===== config.mk =====
export PLATFORM = sky130hd
export DESIGN_NAME = uart_tx_core
export DESIGN_NICKNAME = d
export VERILOG_FILES = /design/src/rtl/uart_tx_core.sv
export SDC_FILE = /design/constraint.sdc
export NUM_CORES = 1
export LEC_CHECK = 0
export CAP_MARGIN = 20
export CORE_ASPECT_RATIO = 0.9
export CORE_MARGIN = 2
export CORE_UTILIZATION = 51
export DETAILED_ROUTE_END_ITERATION = 8
export PLACE_DENSITY_LB_ADDON = 0.08
export SKIP_LAST_GASP = 1
export SLEW_MARGIN = 0
export SYNTH_ARGS = -nofsm -noshare
export SYNTH_HDL_FRONTEND = slang
export SYNTH_SLANG_ARGS = --single-unit
export TNS_END_PERCENT = 50

===== constraint.sdc =====
create_clock -name clk -period 3 [get_ports clk]
set_input_delay 0.3 -clock clk [delete_from_list [all_inputs] [get_ports clk]]
set_output_delay 0.3 -clock clk [all_outputs]
set_load 0.005 [all_outputs]

===== src/rtl/uart_tx_core.sv =====
// ---------------------------------------------------------------------------
// uart_tx_core
// Purpose : Serialises one parallel word into an asynchronous UART frame:
//           start bit (0), DATA_BITS data bits LSB first, optional parity
//           bit, then STOP_BITS stop bits (1). Each bit lasts CLKS_PER_BIT
//           clk cycles. A new request arriving in the final stop cycle
//           chains straight into the next frame without an idle gap.
// Ports   :
//   clk   in   1          rising-edge clock
//   rst   in   1          asynchronous active-low reset
//   send  in   1          transmit request, honoured in IDLE or final stop cycle
//   data  in   DATA_BITS  word to transmit, captured only at the load edge
//   tx    out  1          serial line, idles at 1 (registered)
//   busy  out  1          high while a frame is in progress (registered)
//   done  out  1          high during the last clk cycle of a frame (registered)
// ---------------------------------------------------------------------------
module uart_tx_core #(
   parameter int DATA_BITS    = 8,
   parameter int CLKS_PER_BIT = 16,
   parameter int PARITY_EN    = 0,
   parameter int PARITY_ODD   = 0,
   parameter int STOP_BITS    = 1
) (
   input  logic                 clk,
   input  logic                 rst,
   input  logic                 send,
   input  logic [DATA_BITS-1:0] data,
   output logic                 tx,
   output logic                 busy,
   output logic                 done
);

   localparam int BAUD_W = (CLKS_PER_BIT > 1) ? $clog2(CLKS_PER_BIT) : 1;
   localparam int BIT_W  = $clog2(DATA_BITS + 1);

   localparam logic [BAUD_W-1:0] BAUD_LAST = BAUD_W'(CLKS_PER_BIT - 1);
   localparam logic [BIT_W-1:0]  DATA_LAST = BIT_W'(DATA_BITS - 1);
   // The bit counter doubles as the stop-bit counter while in STOP.
   localparam logic [BIT_W-1:0]  STOP_LAST = BIT_W'(STOP_BITS - 1);
   localparam logic              PAR_INV   = (PARITY_ODD != 0);

   typedef enum logic [2:0] {
      S_IDLE   = 3'd0,
      S_START  = 3'd1,
      S_DATA   = 3'd2,
      S_PARITY = 3'd3,
      S_STOP   = 3'd4
   } state_t;

   // Parity of the captured word; odd parity is the inverted XOR.
   function automatic logic calc_parity(input logic [DATA_BITS-1:0] d);
      return (^d) ^ PAR_INV;
   endfunction

   state_t                r_state;
   logic [BAUD_W-1:0]     r_baud;
   logic [BIT_W-1:0]      r_bit;
   logic [DATA_BITS-1:0]  r_shift;
   logic                  r_parity;
   logic                  r_tx;
   logic                  r_busy;
   logic                  r_done;

   state_t                w_state_next;
   logic [BAUD_W-1:0]     w_baud_next;
   logic [BIT_W-1:0]      w_bit_next;
   logic [DATA_BITS-1:0]  w_shift_next;
   logic                  w_parity_next;
   logic                  w_tx_next;
   logic                  w_busy_next;
   logic                  w_done_next;
   logic                  w_tick;
   logic                  w_load;

   // Next-state, counter, shift-register and output-next decoding.
   always_comb begin
      w_state_next  = r_state;
      w_baud_next   = r_baud;
      w_bit_next    = r_bit;
      w_shift_next  = r_shift;
      w_parity_next = r_parity;
      w_load        = 1'b0;
      w_tick        = (r_baud == BAUD_LAST);

      case (r_state)
         S_IDLE: begin
            if (send) begin
               w_load = 1'b1;
            end else begin
               w_load = 1'b0;
            end
         end
         S_START: begin
            if (w_tick) begin
               w_state_next = S_DATA;
               w_baud_next  = '0;
               w_bit_next   = '0;
            end else begin
               w_baud_next = r_baud + BAUD_W'(1);
            end
         end
         S_DATA: begin
            if (w_tick) begin
               w_baud_next  = '0;
               w_shift_next = {1'b0, r_shift[DATA_BITS-1:1]};
               if (r_bit == DATA_LAST) begin
                  w_bit_next   = '0;
                  w_state_next = (PARITY_EN != 0) ? S_PARITY : S_STOP;
               end else begin
                  w_bit_next = r_bit + BIT_W'(1);
               end
            end else begin
               w_baud_next = r_baud + BAUD_W'(1);
            end
         end
         S_PARITY: begin
            if (w_tick) begin
               w_state_next = S_STOP;
               w_baud_next  = '0;
               w_bit_next   = '0;
            end else begin
               w_baud_next = r_baud + BAUD_W'(1);
            end
         end
         S_STOP: begin
            if (w_tick) begin
               w_baud_next = '0;
               if (r_bit == STOP_LAST) begin
                  w_bit_next = '0;
                  // A request in the final stop cycle chains the next frame.
                  if (send) begin
                     w_load = 1'b1;
                  end else begin
                     w_state_next = S_IDLE;
                  end
               end else begin
                  w_bit_next = r_bit + BIT_W'(1);
               end
            end else begin
               w_baud_next = r_baud + BAUD_W'(1);
            end
         end
         default: begin
            w_state_next  = S_IDLE;
            w_baud_next   = '0;
            w_bit_next    = '0;
            w_shift_next  = '0;
            w_parity_next = 1'b0;
         end
      endcase

      if (w_load) begin
         w_state_next  = S_START;
         w_baud_next   = '0;
         w_bit_next    = '0;
         w_shift_next  = data;
         w_parity_next = calc_parity(data);
      end else begin
         w_state_next = w_state_next;
      end

      // Outputs are derived from next-state values so the registered copies
      // line up with the state they describe.
      case (w_state_next)
         S_IDLE:   w_tx_next = 1'b1;
         S_START:  w_tx_next = 1'b0;
         S_DATA:   w_tx_next = w_shift_next[0];
         S_PARITY: w_tx_next = w_parity_next;
         S_STOP:   w_tx_next = 1'b1;
         default:  w_tx_next = 1'b1;
      endcase
      w_busy_next = (w_state_next != S_IDLE);
      w_done_next = (w_state_next == S_STOP) && (w_baud_next == BAUD_LAST) &&
                    (w_bit_next == STOP_LAST);
   end

   // State, counters, datapath and registered outputs.
   always_ff @(posedge clk or negedge rst) begin
      if (!rst) begin
         r_state  <= S_IDLE;
         r_baud   <= '0;
         r_bit    <= '0;
         r_shift  <= '0;
         r_parity <= 1'b0;
         r_tx     <= 1'b1;
         r_busy   <= 1'b0;
         r_done   <= 1'b0;
      end else begin
         r_state  <= w_state_next;
         r_baud   <= w_baud_next;
         r_bit    <= w_bit_next;
         r_shift  <= w_shift_next;
         r_parity <= w_parity_next;
         r_tx     <= w_tx_next;
         r_busy   <= w_busy_next;
         r_done   <= w_done_next;
      end
   end

   assign tx   = r_tx;
   assign busy = r_busy;
   assign done = r_done;

endmodule


## Yosys cells after proc, flatten, opt, wreduce, memory -nomap -nowiden

Cells that the tools add are included.

| operators by class | value |
|---|---|
| add/subtract/negate cells | 2 |
| equality and inequality tests | 13 |
| mux-type cells | 29 |
| reduce and logical (&&, ||, !) cells | 12 |

Operator list:

| cell | count |
|---|---|
| two-way mux 4 bit | 8 |
| two-way mux 3 bit | 8 |
| two-way mux 8 bit | 2 |
| one-hot mux 4 bit (4 select lines) | 1 |
| one-hot mux 8 bit (2 select lines) | 1 |
| one-hot mux 3 bit (5 select lines) | 1 |
| == test 3 x 2 -> 1 bit (second input constant) | 4 |
| adder 4 x 1 -> 4 bit (second input constant) | 2 |
| == test 4 bit (second input constant) | 2 |
| logical NOT 4 bit | 2 |
| one-hot mux 4 bit (2 select lines) | 1 |
| OR reduction 4 bit | 2 |
| XOR reduction 8 bit | 1 |
| == test 3 x 1 -> 1 bit (second input constant) | 2 |
| == test 3 bit (second input constant) | 2 |
| two-way mux 1 bit | 5 |
| OR reduction 5 bit | 1 |
| == test 4 x 3 -> 1 bit (second input constant) | 1 |
| logical NOT 3 bit | 1 |
| != test 3 bit (second input constant) | 1 |
| one-hot mux 1 bit (3 select lines) | 1 |
| nonzero test 3 bit | 1 |
| logical AND 1 bit | 2 |
| != test 2 x 1 -> 1 bit (second input constant) | 1 |
| 3 further kinds | 3 |

| word-level totals | value |
|---|---|
| bits in registers | 23 |
| input bits | 11 |
| output and inout port bits | 3 |

## Logic depth before layout (Yosys ltp)

Gate-level depths: netlist of run 1.

| logic depth | value |
|---|---|
| word-level depth | 8 |
| mapped depth | 8 |

## Least setup slack after synthesis of run 1

Ideal clock, no wire load.

| timing | value |
|---|---|
| kind | reg-to-reg |
| from | register r_baud[0] |
| to | register r_done (netlist: done) |
| setup time | 0.096 ns |
| data arrival time | 2.145 ns |
| required time | 2.904 ns |
| setup slack | 0.760 ns |
| stages on the path, launching flop included | 7 |
| buffers on the path | 1 |
| cells stage by stage | dfrtp_1 > ha_1 > and3_1 > buf_6 > or4_4 > or4_4 > nor4_2 |

| between the ends | value |
|---|---|
| longest elaborated chain between the ends | 7 |
| elaborated cells on any way between the ends | 23 |
| those cells by class | add/sub (1); eq/ne (3); mux (16); reduce/logical (3) |

RTL lines:

| what | RTL line | source |
|---|---|---|
| from (decl) | 56 | `logic [BAUD_W-1:0] r_baud;` |
| from (signal assigned) | 190 | `r_baud <= w_baud_next;` |
| adder 4 x 1 -> 4 bit or == test 4 bit (tied branches) | n/a |  |
| two-way mux 4 bit (tied with other cells) | n/a |  |
| one-hot mux 4 bit (2 select lines) (tied with other cells) | 85 | `case (r_state)` |
| two-way mux 4 bit or two-way mux 3 bit (tied branches) | 152 | `if (w_load) begin` |
| == test 4 bit or == test 3 bit (tied branches) | 173 | `w_done_next = (w_state_next == S_STOP) && (w_baud_next == BAUD_LAST) &&` |
| logical AND 1 bit | 173 |  |
| logical AND 1 bit * | 173 |  |
| net w_done_next | 71 | `logic w_done_next;` |
| to (signal assigned) | 196 | `r_done <= w_done_next;` |
| to (decl) | 62 | `logic r_done;` |

The timed path passes the listed nets; every way through them passes the cells marked *.
A chain may end at the register's enable or synchronous reset.

## Worst setup path after layout of run 1

Same ends and word-level chain as after synthesis.

==> impl_metrics.env, run 1 <==
export IMPL_crit_path_max_fanout=8
export IMPL_fin_crit_sh=0.806
export IMPL_synth_warnings=0
export IMPL_fin_util=0.614
export IMPL_peakVddDrop_uv=479
export IMPL_vias_per_cell=6.09
export IMPL_clk_pin_slew_ps=130
export IMPL_rows=17
export IMPL_start_util=0.541
export IMPL_dp_hpwl_um=2040
export IMPL_syn_to_final_growth_pct=13.5
export IMPL_place_area_um2=1470
export IMPL_die_w_um=57.9
export IMPL_io_pins=14
export IMPL_core_area_um2=2470
export IMPL_clock_latency_ps=320
export IMPL_syn_inst=138
export IMPL_ys_ff_latch=23
export IMPL_synth_top_area_frac=0.413
export IMPL_fin_hold_ws_ps=312
export IMPL_finalHoldViolCount=0
export IMPL_n_antenna_cell=0
export IMPL_cts_sinks=23
export IMPL_cp_required_ps=3230
export IMPL_drt_iter0_markers=29
export IMPL_yosysSeqAreaShare=0.432
export IMPL_crit_reg2reg_launch="r_baud[0]"
export IMPL_setup_viol=0
export IMPL_num_nets_final=166
export IMPL_power_density_nw_per_um2=748
export IMPL_hp_class="in -> async"
export IMPL_synth_top_cell_by_area="dfrtp_1"
export IMPL_syn_area_um2=1330
export IMPL_wl_um=2780
export IMPL_fin_ws_ps=583
export IMPL_setup_tns_final_ps=0
export IMPL_rsz0062_at_grt="no"
export IMPL_cts_root_buf="clkbuf_4"
export IMPL_worstSetupPathType="reg -> reg"
export IMPL_synth_area_top_cells="dfrtp_1 (41%), a22o_1 (5.9%), xnor2_1 (4.6%), a21o_1 (3.4%), ha_1 (2.8%)"
export IMPL_worst_pin_slew_ps=720
export IMPL_synth_flop_cell="dfrtp_1"
export IMPL_grt_pass1_wl_um=4670
export IMPL_die_height_um=52.5
export IMPL_leakage_nw=0.668
export IMPL_gp_congestion=0.906
export IMPL_synth_common_cells="dfrtp_1 (22), nor2_1 (10), a22o_1 (9)"
export IMPL_post_cts_setup_buffer_count=0
export IMPL_tritoncts="yes"
export IMPL_yosysMostFrequentCell="dfrtp_1"
export IMPL_hold_buffers=0
export IMPL_die_area_um2=3040
export IMPL_cp_end_kind="flip-flop"
export IMPL_r2r_end="done"
export IMPL_slew_headroom=0.518
export IMPL_grt_pass1_vias=1042
export IMPL_num_vias=1090
export IMPL_critPathCapture="done"
export IMPL_syn_avg_cell_area_um2=9.67
export IMPL_cp_arrival_ps=2650
export IMPL_design_area_um2=1510
export IMPL_drc=0
export IMPL_worstPathCellList="ha_1 > and3_1 > a21boi_1 > o21ai_1 > or4_4 > nor4_2"
export IMPL_finClkSkew_ps=3.67
export IMPL_r2r_setup_slack_ps=580
export IMPL_ant_nets=0
export IMPL_start_kind="flip-flop"
export IMPL_port_buffers=13
export IMPL_overflow=0
export IMPL_cts_resized=0
export IMPL_synth_edf_count=0
export IMPL_dr_pass1_iters=4
export IMPL_clk_path_buf_depth=2
export IMPL_htree_levels=1
export IMPL_grt_start_max_net_pins=24
export IMPL_pre_cts_ws_ps=606
export IMPL_antenna_found_initial=0
export IMPL_synth_nets=152
export IMPL_fillCellCount=227
export IMPL_wl_per_cell_um=15.5
export IMPL_synthDistinctLibCells=44
export IMPL_period_needed_ps=2420
export IMPL_drive_gt1_frac=0.0728
export IMPL_maxSlewViolCount=0
export IMPL_cts_buffers_inserted=3
export IMPL_cap_violations=0
export IMPL_reg2reg_depth=6
export IMPL_run_status="finished clean"
export IMPL_crit_slowest_cell="or4_4"
export IMPL_synth_async_reset_ratio=1.00
export IMPL_fmax_mhz=414
export IMPL_crit_start="r_baud[0]"
export IMPL_critPathMaxStageDelay_ps=610
export IMPL_grt_usage=0.204
==> per-stage QoR <==
stage	power, mW	instances
after floorplan	0.869	138
after global placement	0.976	174
after detailed placement	0.989	174
after CTS	1.14	178
after global routing	1.23	179
final	1.13	179
==> worst max-delay path: cells and delay by family, from the launching register on <==
kind,cells,cell delay (ps)
compound gates,2,460
fa+ha+maj,1,280
flops,1,450
simple gates,3,1120
==> registers in the layout, indices dropped and copies added, names as in the netlist <==
register,flops
done,1
busy,1
r_baud,4
r_parity,1
r_shift,8
r_bit,4
tx,1
r_state,3
==> where the power goes <==
group	switching [mW]	total, mW	internal [mW]
combinational	0.237	0.466	0.228
clock	0.0964	0.146	0.0499
sequential	0.0992	0.520	0.420
==> area by class of cell <==
cell class	instances	area, µm²	area share
clock buffer	3	22.5	0.0149
clock inverter	1	5.00	0.00331
inverter	8	30.0	0.0198
multi-input combinational	102	699	0.462
sequential	23	577	0.381
tap	28	35.0	0.0231
timing repair buffer	14	145	0.0959
==> kinds of logic after synthesis <==
family | Yosys count | share of synthesized area
simple gates | 42 | 0.181
buf+inv | 13 | 0.0431
fa+ha+maj | 4 | 0.0357
xor+xnor | 9 | 0.0591
compound gates | 47 | 0.249
flops | 23 | 0.432
==> cell usage in the layout (no fill, tap or decap), drive strengths merged, types with 3 or more instances in the layout <==
cell           instances
dfrtp                 22
nand3                  4
a22o                   9
ha                     3
a21oi                  6
nor2                  10
o21ai                  9
nand2                  6
a21o                   6
clkbuf                 3
nor3                   4
clkdlybuf4s50         13
inv                    8
o22ai                  3
xnor2                  7
nand2b                 3
==> how the worst min path moves through the flow <==
stage | to | slack [ps] | cells past startpoint
final | r_bit[1] | 310 | 1
after global routing | r_bit[1] | 340 | 1
after CTS | r_shift[1] | 500 | 1
after detailed placement | r_shift[1] | 470 | 1
after global placement | r_shift[2] | 460 | 1
after floorplan | busy | 4 | 0
==> per-layer routing <==
| layer | routed length (µm) | track usage | part of all wire |
|---|---|---|---|
| met1 | 1400 | 0.287 | 0.50 |
| met2 | 1230 | 0.324 | 0.44 |
| met3 | 138 | 0.0519 | 0.050 |
| met4 | 13 | 0.0349 | 0.0047 |
| met5 | 0 | 0 | 0 |
Power figures use the tool's default switching activity.
==> inputs of run 2 (changes only) <==
==> constraint.sdc (replaced) <==
create_clock -name clk -period 2.5 [get_ports clk]
set_input_delay 0.25 -clock clk [delete_from_list [all_inputs] [get_ports clk]]
set_output_delay 0.25 -clock clk [all_outputs]
set_load 0.005 [all_outputs]
==> run 2 against run 1 <==
Against the previous run: hold slack got worse by 46 ps; final area rose by 0.58%; critical path type unchanged; die area did not move; largest power group unchanged.
==> impl_metrics.env, run 2 (synthesis gave the netlist of run 1 again) <==
export IMPL_fin_util=0.617
export IMPL_worstSetupPathType="reg -> reg"
export IMPL_drt_iter0_markers=49
export IMPL_largestRegisters="r_shift (8), r_baud (4), r_bit (4)"
export IMPL_grt_start_max_net_pins=24
export IMPL_dr_pass1_iters=4
export IMPL_vias_per_cell=6.22
export IMPL_cp_arrival_ps=2600
export IMPL_hp_class="in -> async"
export IMPL_setup_tns_final_ps=0
export IMPL_cap_violations=0
export IMPL_start_util=0.541
export IMPL_cp_end_kind="flip-flop"
export IMPL_fmax_mhz=421
export IMPL_die_w_um=57.9
export IMPL_io_pins=14
export IMPL_clock_latency_ps=320
export IMPL_port_buffers=13
export IMPL_fin_crit_sh=0.950
export IMPL_leakage_nw=0.673
export IMPL_power_density_nw_per_um2=900
export IMPL_slew_headroom=0.685
export IMPL_peakVddDrop_uv=776
export IMPL_period_needed_ps=2370
export IMPL_clk_pin_slew_ps=120
export IMPL_dp_hpwl_um=2080
export IMPL_setup_viol=0
export IMPL_cts_buffers_inserted=3
export IMPL_run_status="finished clean"
export IMPL_grt_pass1_wl_um=4820
export IMPL_final_common_cell="dfrtp_1"
export IMPL_maxSlewViolCount=0
export IMPL_wl_um=2830
export IMPL_crit_reg2reg_launch="r_baud[0]"
export IMPL_worst_pin_slew_ps=469
export IMPL_die_height_um=52.5
export IMPL_cp_required_ps=2720
export IMPL_grt_pass1_vias=1020
export IMPL_cts_sinks=23
export IMPL_clk_path_buf_depth=2
export IMPL_grt_usage=0.211
export IMPL_die_area_um2=3040
export IMPL_gp_congestion=0.875
export IMPL_htree_levels=1
export IMPL_rows=17
export IMPL_cts_root_buf="clkbuf_4"
export IMPL_syn_to_final_growth_pct=14.2
export IMPL_drive_gt1_frac=0.0850
export IMPL_overflow=0
export IMPL_num_nets_final=168
export IMPL_post_cts_setup_buffer_count=0
export IMPL_mostFrequentLayoutCells="dfrtp_1 (22), clkdlybuf4s50_1 (13), nor2_1 (9), a22o_1 (9), inv_1 (8)"
export IMPL_n_antenna_cell=0
export IMPL_start_kind="flip-flop"
export IMPL_crit_path_max_fanout=7
export IMPL_largest_reg_flops=8
export IMPL_antenna_found_initial=0
export IMPL_finalHoldViolCount=0
export IMPL_drc=0
export IMPL_regMostFlops="r_shift"
export IMPL_ant_nets=0
export IMPL_finClkSkew_ps=7.24
export IMPL_wl_per_cell_um=15.6
export IMPL_core_area_um2=2470
export IMPL_rsz0062_at_grt="no"
export IMPL_num_vias=1126
export IMPL_tritoncts="yes"
export IMPL_crit_start="r_baud[0]"
-- run 2: worst max-delay path: stages (launching register included) --
cell,delay [ps]
dfrtp_1,460
ha_1,290
and3_1,290
or4_4,500
or4_4,520
nor4_2,230
-- run 2: layout make-up --
| class | instances | area, µm² |
|---|---|---|
| inverter | 8 | 30.0 |
| fill | 222 | 945 |
| clock buffer | 4 | 26.3 |
| sequential | 23 | 577 |
| timing repair buffer | 16 | 153 |
| multi-input combinational | 102 | 702 |
| tap | 28 | 35.0 |
-- run 2: metal layers --
| metal | GRT usage | vias to the layer above | part of all wire |
|---|---|---|---|
| met4 | 0.0620 | 0 | 0.0092 |
| li1 | - | 542 | - |
| met3 | 0.0568 | 4 | 0.047 |
| met2 | 0.322 | 27 | 0.47 |
| met1 | 0.294 | 553 | 0.48 |
| met5 | 0 | - | 0 |
-- run 2: repair_timing --
item,in CTS,in global routing
setup endpoints to repair,0,7
hold buffers,0,0
gates resized for setup,0,1
-- run 2: power breakdown --
group / total (mW) / switching (mW) / internal, mW
sequential: 0.628 / 0.123 / 0.505
clock: 0.173 / 0.111 / 0.0625
combinational: 0.569 / 0.290 / 0.279
-- run 2: metrics by stage --
step | std cells | power (mW) | hold WS (ps) | cell area [µm²] | setup slack (ps)
global route | 181 | 1.48 | 283 | 1520 | 20.7
CTS | 181 | 1.37 | 270 | 1520 | 110
global placement | 177 | 1.18 | 459 | 1490 | 187
finish | 181 | 1.37 | 266 | 1520 | 125
floorplan | 138 | 1.04 | -45.6 | 1330 | 260
detailed placement | 177 | 1.20 | 467 | 1490 | 119
-- run 2: path summary, 6_finish.rpt --
kind / cells after the start / slack, ps / end
min: 2 / 270 / r_bit[2]
max in group asynchronous: 2 / 1960 / tx
min reg2reg: 1 / 490 / r_shift[4]
max reg2reg: 5 / 130 / done
max: 5 / 130 / done
min in group clk: 1 / 490 / r_shift[4]
==> inputs of run 3 (changes only) <==
--- a/config.mk
+++ b/config.mk
@@ -10,7 +10,9 @@
 export CORE_MARGIN = 2
 export CORE_UTILIZATION = 51
 export DETAILED_ROUTE_END_ITERATION = 8
-export PLACE_DENSITY_LB_ADDON = 0.08
+export GPL_TIMING_DRIVEN = 0
+export MAX_ROUTING_LAYER = met4
+export PLACE_DENSITY = 0.73
 export SKIP_LAST_GASP = 1
 export SLEW_MARGIN = 0
 export SYNTH_ARGS = -nofsm -noshare
==> run 3 against run 2 <==
Against the previous run: sequential cell count unchanged; combinational power grew 7.6%; routed wire length shrank 4.7%; clock skew is 2.5 ps higher; core utilization grew 1.0 points; hold slack got worse by 48 ps; power barely moved; die area unchanged; cell count is 1.7% higher; critical path depth increased by 1.
==> impl_metrics.env, run 3 (synthesis gave the netlist of run 1 again) <==
export IMPL_run_status="finished clean"
export IMPL_gp_congestion=0.857
export IMPL_largest_reg_flops=8
export IMPL_drt_iter0_markers=64
export IMPL_cts_sinks=23
export IMPL_slew_headroom=0.530
export IMPL_worst_pin_slew_ps=700
export IMPL_reg2reg_depth=6
export IMPL_power_density_nw_per_um2=885
export IMPL_fin_crit_sh=0.944
export IMPL_ant_nets=0
export IMPL_worstPathCellList="ha_1 > and3_1 > buf_6 > or4_4 > or4_4 > nor4_2"
export IMPL_start_kind="flip-flop"
export IMPL_fmax_mhz=424
export IMPL_vias_per_cell=6.11
export IMPL_fillCellCount=211
export IMPL_grt_pass1_vias=1042
export IMPL_setup_tns_final_ps=0
export IMPL_setup_viol=0
export IMPL_grt_start_max_net_pins=24
export IMPL_n_antenna_cell=0
export IMPL_tritoncts="yes"
export IMPL_period_needed_ps=2360
export IMPL_cts_root_buf="clkbuf_4"
export IMPL_critPathMaxStageDelay_ps=520
export IMPL_drc=0
export IMPL_fin_ws_ps=140
export IMPL_port_buffers=13
export IMPL_maxSlewViolCount=0
export IMPL_largestRegisters="r_shift (8), r_baud (4), r_bit (4)"
export IMPL_syn_to_final_growth_pct=16.0
export IMPL_pre_cts_ws_ps=142
export IMPL_mostFrequentLayoutCells="dfrtp_1 (22), clkdlybuf4s50_1 (13), nor2_1 (10)"
export IMPL_dr_pass1_iters=4
export IMPL_cp_arrival_ps=2590
export IMPL_die_area_um2=3040
export IMPL_finalHoldViolCount=0
export IMPL_grt_usage=0.211
export IMPL_overflow=0
export IMPL_rows=17
export IMPL_die_w_um=57.9
export IMPL_crit_path_max_fanout=7
export IMPL_num_nets_final=171
export IMPL_peakVddDrop_uv=792
export IMPL_cap_violations=0
export IMPL_dp_hpwl_um=2050
export IMPL_rsz0062_at_grt="no"
export IMPL_start_util=0.541
export IMPL_final_common_cell="dfrtp_1"
export IMPL_crit_path_frequent_cell="or4_4"
export IMPL_core_area_um2=2470
export IMPL_num_vias=1124
export IMPL_cp_required_ps=2730
export IMPL_clk_path_buf_depth=2
export IMPL_fin_hold_ws_ps=218
export IMPL_cp_end_kind="flip-flop"
export IMPL_worstSetupPathType="reg -> reg"
export IMPL_crit_slowest_cell="or4_4"
export IMPL_leakage_nw=0.682
export IMPL_io_pins=14
export IMPL_cts_buffers_inserted=3
export IMPL_die_height_um=52.5
export IMPL_htree_levels=1
export IMPL_clock_latency_ps=310
export IMPL_antenna_found_initial=0
export IMPL_total_power_mw=1.37
export IMPL_hp_class="in -> async"
export IMPL_wl_um=2690
export IMPL_grt_pass1_wl_um=4740
export IMPL_wl_per_cell_um=14.6
export IMPL_clk_pin_slew_ps=120
export IMPL_regMostFlops="r_shift"
export IMPL_finClkSkew_ps=9.76
export IMPL_drive_gt1_frac=0.0897
==> run 3: cell count changes in the layout (fill, tap and decap cells not counted) <==
cell      change
buf_4         -3
clkbuf_1      +3
a21boi_1      -1
a21boi_2      +1
buf_2         +1
buf_6         +1
buf_8         +1
nor2_1        +1
nor2_2        -1
o21ai_1       -1
o21ai_2       +1
==> run 3: power by group <==
part	total, mW	internal, mW	leakage, nW	switching, mW
Sequential	0.592	0.505	0.288	0.0874
Clock	0.165	0.0622	0.0150	0.103
Combinational	0.612	0.288	0.379	0.324
==> run 3: worst max-delay path, delay by kind of cell (launching register included) <==
kind,cells,cell delay (ps)
AND/OR/NAND/NOR,4,1410
flip-flops,1,460
buffers and inverters,1,130
adder cells (fa/ha/maj),1,280
==> run 3: routing by layer <==
layer  up-vias  GRT usage  part of all wire
li1        549          -                 -
met1       547      0.308              0.50
met2        26      0.292              0.44
met3         2     0.0593             0.056
met4         0     0.0426            0.0030
met5         -          -                 0
==> run 3: cell type report <==
type	count	area, µm²	area share
repair buffers	14	145	0.0938
well taps	28	35.0	0.0226
flip-flops and latches	23	577	0.373
multi-input cells	102	707	0.457
clock buffers	4	26.3	0.0170
inverters	8	30.0	0.0194
plain buffers	5	27.5	0.0178
==> run 3: timing repair <==
item                                    4_1_cts  5_1_grt
buffers inserted                              0        0
hold buffers                                  0        0
endpoints found under the setup margin        0        1
resized for setup                             0        2
==> run 3: final timing paths <==
| check | startpoint | endpoint | slack, ps |
|---|---|---|---|
| worst max-delay path | r_baud[0] | done | 140 |
| worst min register to register | r_shift[2] | r_shift[2] | 490 |
| min in group clk | r_shift[2] | r_shift[2] | 490 |
| worst min-delay path | rst | r_bit[3] | 220 |
| max in group asynchronous | rst | tx | 1760 |
| worst max register to register | r_baud[0] | done | 140 |
==> run 3: metrics by stage <==
step           instances  cell area [µm²]  utilization
6_report             184             1550        0.627
5_1_grt              184             1550        0.627
4_1_cts              183             1530        0.618
3_5_place_dp         179             1500        0.608
3_3_place_gp         179             1500        0.608
2_1_floorplan        138             1330            -
